## config.mk

```make
export PLATFORM = sky130hd
export DESIGN_NAME = ram_arbiter
export DESIGN_NICKNAME = d
export VERILOG_FILES = /design/src/rtl/ram_arbiter.sv
export SDC_FILE = /design/constraint.sdc
export NUM_CORES = 1
export LEC_CHECK = 0
export BUFFER_PORTS_ARGS = -buffer_cell sky130_fd_sc_hd__buf_2
export CAP_MARGIN = 20
export CORE_MARGIN = 1.5
export CORE_UTILIZATION = 25
export CTS_CLUSTER_SIZE = 30
export DETAILED_ROUTE_END_ITERATION = 8
export GPL_TIMING_DRIVEN = 0
export HOLD_SLACK_MARGIN = 0.06
export PLACE_DENSITY = 0.76
export SLEW_MARGIN = 25
export SYNTH_ARGS = -nofsm -noshare
export SYNTH_HDL_FRONTEND = slang
export SYNTH_SLANG_ARGS = --single-unit
```

## constraint.sdc

```tcl
create_clock -name clk -period 1.3 [get_ports clk]
set_input_delay 0.26 -clock clk [delete_from_list [all_inputs] [get_ports clk]]
set_output_delay 0.26 -clock clk [all_outputs]
set_load 0.03 [all_outputs]
```

## src/rtl/ram_arbiter.sv

```systemverilog
// Round-robin arbiter sharing one single-port synchronous RAM among NREQ requesters,
// with a per-transaction lock so one requester can hold the RAM across a read-modify-write.
module ram_arbiter #(
  parameter int NREQ = 2,
  parameter int AW   = 15,
  parameter int DW   = 8
) (
  input  logic              clk,
  input  logic              rst,
  input  logic [NREQ-1:0]   req_valid,
  output logic [NREQ-1:0]   req_ready,
  input  logic [NREQ-1:0]   req_we,
  input  logic [NREQ-1:0]   req_lock,
  input  logic [NREQ*AW-1:0] req_addr,
  input  logic [NREQ*DW-1:0] req_wdata,
  output logic [NREQ-1:0]   resp_valid,
  output logic [DW-1:0]     resp_rdata,
  output logic              ram_we,
  output logic [AW-1:0]     ram_addr,
  output logic [DW-1:0]     ram_data_in,
  input  logic [DW-1:0]     ram_data_out
);

  localparam int PW = (NREQ > 1) ? $clog2(NREQ) : 1;
  typedef logic [PW-1:0] idx_t;

  idx_t            ptr_q, ptr_d;
  idx_t            owner_q, owner_d;
  logic            locked_q, locked_d;
  logic [NREQ-1:0] resp_valid_q, resp_valid_d;

  logic            grant_vld;
  idx_t            grant_idx;

  function automatic idx_t wrap_add(input idx_t base, input int k);
    int s;
    s = int'(base) + k;
    if (s >= NREQ) s = s - NREQ;
    return idx_t'(s);
  endfunction

  // Scan from the highest offset down so the requester closest to ptr wins.
  always_comb begin
    grant_vld = 1'b0;
    grant_idx = '0;
    if (!rst) begin
      if (locked_q) begin
        if (req_valid[owner_q]) begin
          grant_vld = 1'b1;
          grant_idx = owner_q;
        end
      end else begin
        for (int k = NREQ - 1; k >= 0; k--) begin
          if (req_valid[wrap_add(ptr_q, k)]) begin
            grant_vld = 1'b1;
            grant_idx = wrap_add(ptr_q, k);
          end
        end
      end
    end
  end

  always_comb begin
    req_ready = '0;
    if (grant_vld) req_ready[grant_idx] = 1'b1;
  end

  always_comb begin
    ram_we      = 1'b0;
    ram_addr    = '0;
    ram_data_in = '0;
    for (int i = 0; i < NREQ; i++) begin
      if (grant_vld && (grant_idx == idx_t'(i))) begin
        ram_we      = req_we[i];
        ram_addr    = req_addr[i*AW +: AW];
        ram_data_in = req_wdata[i*DW +: DW];
      end
    end
  end

  // While locked the pointer is frozen so fairness resumes where it left off.
  always_comb begin
    ptr_d        = ptr_q;
    owner_d      = owner_q;
    locked_d     = locked_q;
    resp_valid_d = '0;
    if (grant_vld) begin
      resp_valid_d[grant_idx] = 1'b1;
      if (!locked_q) ptr_d = wrap_add(grant_idx, 1);
      if (req_lock[grant_idx]) begin
        locked_d = 1'b1;
        owner_d  = grant_idx;
      end else begin
        locked_d = 1'b0;
      end
    end
  end

  always_ff @(posedge clk or posedge rst) begin
    if (rst) begin
      ptr_q        <= '0;
      owner_q      <= '0;
      locked_q     <= 1'b0;
      resp_valid_q <= '0;
    end else begin
      ptr_q        <= ptr_d;
      owner_q      <= owner_d;
      locked_q     <= locked_d;
      resp_valid_q <= resp_valid_d;
    end
  end

  assign resp_valid = resp_valid_q;
  // The RAM reads before it writes, so a write's response carries the old contents.
  assign resp_rdata = ram_data_out;

  a_ready_onehot : assert property (@(posedge clk) disable iff (rst) $onehot0(req_ready));
  a_ready_has_valid : assert property (@(posedge clk) disable iff (rst) (req_ready & ~req_valid) == '0);
  a_resp_onehot : assert property (@(posedge clk) disable iff (rst) $onehot0(resp_valid));

endmodule

```

==> summary.md <==
| Metric | Value |
|---|---|
| Post-synth EDFFs | 0 |
| Unrepaired setup endpoints after global routing | true |
| Routability Congestion | 0.781 |
| Die area | 2700 sq um |
| CP Max Fanout | 5 |
| Gr usage total | 0.209 |
| Pwr Density | 1270 nW/um^2 |
| Fraction of layout cells with a size suffix above 1 | 0.886 |
| Post-synth cell types | 20 |
| Area growth, synth to finish | 169% |
| Fmax | 514 MHz |
| Final Cycle Share | 1.50 |
| Ant diodes | 0 |
| I/O pin total | 98 |
| NumNets Final | 229 |
| Post-synth top area share | 0.263 |
| CP arrival | 1690 ps |
| Fin crit period | 1950 ps |
| Core ar. | 2230 sq um |
| Layout Cells excl Fill | 194 |
| Worst-Margin Slew | 321 ps |
| Slew Limit Headroom | 0.783 |
| Final Hold Violating Endpoints | 0 |
| Type of element launching the critical path | flop |
| Overall routed net length | 3190 um |
| Vias | 988 |
| Initial antenna violation count | 0 |
| Global route overflow | 0 |
| Max Cap Viol | 0 |
| Fill count | 155 |
| Ranking of synthesized cells by area | a22o_1 26%, dfrtp_1 21%, a22o_2 12% |
| Placement Rows | 17 |
| Synth Area per Inst | 9.99 sq um |
| Router iterations before antenna repair | 4 |
| Routed length per instance | 16.4 um |
| Post-synth top cells | 18 x a22o_1, 9 x buf_4, 7 x a22o_2 |
| Net Count, Synth | 122 |
| Total number of H-tree levels | 1 |
| Chip height | 52.0 um |
| DRT antenna net count | 0 |
| Worst vdd ir | 0.788 mV |
| Clock Tree Buf Depth | 2 |
| Worst-path clk slew | 50 ps |
| First-pass GRT wire length | 4220 um |
| Total CTS buffers | 3 |
| Cell Area, Synth | 599 sq um |
| Hold crit path type | in2reg |
| Footprint of the multi-input gates | 551 sq um |
| Largest net degree at the start of global routing | 12 |
| Initial DRC Count | 10 |
| Drc violations | 0 |
| CP endpoint kind | output port |
| FF/Latch Area | 128 sq um |
| Synth Warn # | 0 |
| Vias per inst | 5.09 |
| Asr flop ratio synth | 1.00 |
| CTS tree | yes |
| Final TNS setup | -16,550 ps |
| CTS Root Cell | clkbuf_4 |
| Die width | 52.0 um |
| Failing checks | negative setup slack |
| Status | complete, but fails checks |
| Main flop type after synthesis | dfrtp_1 |
| Worst path required time | 1040 ps |
| Syn Inst Count | 60 |
| Static Leakage | 0.890 nW |
| Post-DP HPWL | 2010 um |
| Clk_lat worst skew | 240 ps |
| Post-synthesis sequential area ratio | 0.209 |
| Initial core utilization | 0.268 |
| Yosys reg bits | 5 |
| Max Transition Viols Final | 0 |
| Most numerous cell in the Yosys netlist | a22o_1 |
| Clk_skew | 3.74 ps |
| Endpoints failing setup | 29 |
| Cell total after placement | 177 |
| Hold Slack | 271 ps |
| CTS sink cnt | 5 |
| PortBufs | 89 |
| Vias in the first global route | 954 |
| Area leader, netlist | a22o_1 |
| Final setup margin | -646 ps |
| Crit Path Category | reg2out |
==> repair_timing <==
action	4_1_cts	5_1_grt
hold buffers	1	0
gates cloned	1	1
pin swaps	3	16
gates resized for setup	55	18
endpoints found under the setup margin	29	29
setup buffers	4	6
endpoints found under the hold margin	5	0
==> critical path: stages (launching register included) <==
cell and delay [ps]:
dfrtp_2 440, nor3b_4 260, nor3_4 100, buf_4 150
buf_6 120, a22o_4 240, buf_6 130
==> kinds of logic after synthesis <==
group	synth area share
AOI/OAI and AO/OA	0.470
buffers and inverters	0.182
DFF	0.209
muxes	0.0167
and+or+nand+nor	0.123
==> report_power, final <==
part	total, mW	internal (mW)	leakage (nW)	switching, mW
clock	0.181	0.112	0.0177	0.0695
sequential	0.284	0.213	0.0590	0.0707
combinational	1.59	0.831	0.814	0.759
total	2.06	1.16	0.890	0.899
==> through the flow <==
step | power [mW] | utilization | worst slack [ps] | area (sq um)
floorplan | 1.11 | - | -267 | 731
global placement | 1.38 | 0.542 | -474 | 1210
detailed placement | 1.40 | 0.542 | -516 | 1210
CTS | 1.88 | 0.665 | -665 | 1490
global route | 2.16 | 0.722 | -718 | 1610
finish | 2.06 | 0.722 | -646 | 1610
==> final cells by class <==
| class | instances | share of cell area |
|---|---|---|
| buffer | 12 | 0.0729 |
| clock buffer | 3 | 0.0140 |
| clock inverter | 1 | 0.00310 |
| inverter | 2 | 0.00465 |
| multi-input combinational | 41 | 0.341 |
| sequential | 5 | 0.0791 |
| tap | 28 | 0.0217 |
| timing repair buffer | 102 | 0.463 |
==> flip-flops by register name, indices dropped and copies added, names as in the netlist <==
| register | flops |
|---|---|
| resp_valid | 2 |
| locked_q | 1 |
| owner_q | 1 |
| ptr_q | 1 |
==> placed cells by master (no fill, tap or decap) <==
master	count
nand2_1	1
and2b_4	1
o211a_4	1
dlygate4sd3_1	1
a22o_4	21
nand4b_1	1
a22o_1	1
buf_2	63
a22o_2	3
clkbuf_4	4
a21oi_1	1
clkinv_2	1
buf_6	35
nor3_4	1
or4b_1	1
nand2b_1	1
o41ai_1	1
buf_8	1
buf_4	11
o211ai_1	1
o21ai_0	3
nor3b_4	1
inv_1	2
buf_12	2
dfrtp_2	2
dfrtp_1	3
mux2i_1	1
nor2b_1	1
==> final timing paths <==
check / start / to / slack, ps / depth (start not counted)
worst min register to register: ptr_q$_DFFE_PP0P_ / ptr_q$_DFFE_PP0P_ / 560 / 1
worst max-delay path: ptr_q$_DFFE_PP0P_ / ram_data_in[4] / -650 / 6
max in group asynchronous: rst / ptr_q$_DFFE_PP0P_ / 530 / 3
min in group asynchronous: rst / resp_valid[0]$_DFF_PP0_ / 550 / 3
worst max register to register: locked_q$_DFFE_PP0P_ / locked_q$_DFFE_PP0P_ / -260 / 7
worst min-delay path: req_lock[1] / owner_q$_DFFE_PP0P_ / 270 / 2
==> per-layer routing <==
layer | vias up | routed length [um] | GRT usage
li1 | 448 | - | -
met1 | 472 | 1060 | 0.228
met2 | 62 | 1820 | 0.395
met3 | 6 | 254 | 0.0402
met4 | 0 | 47 | 0.0746
met5 | - | 0 | 0
Power figures use the tool's default switching activity.
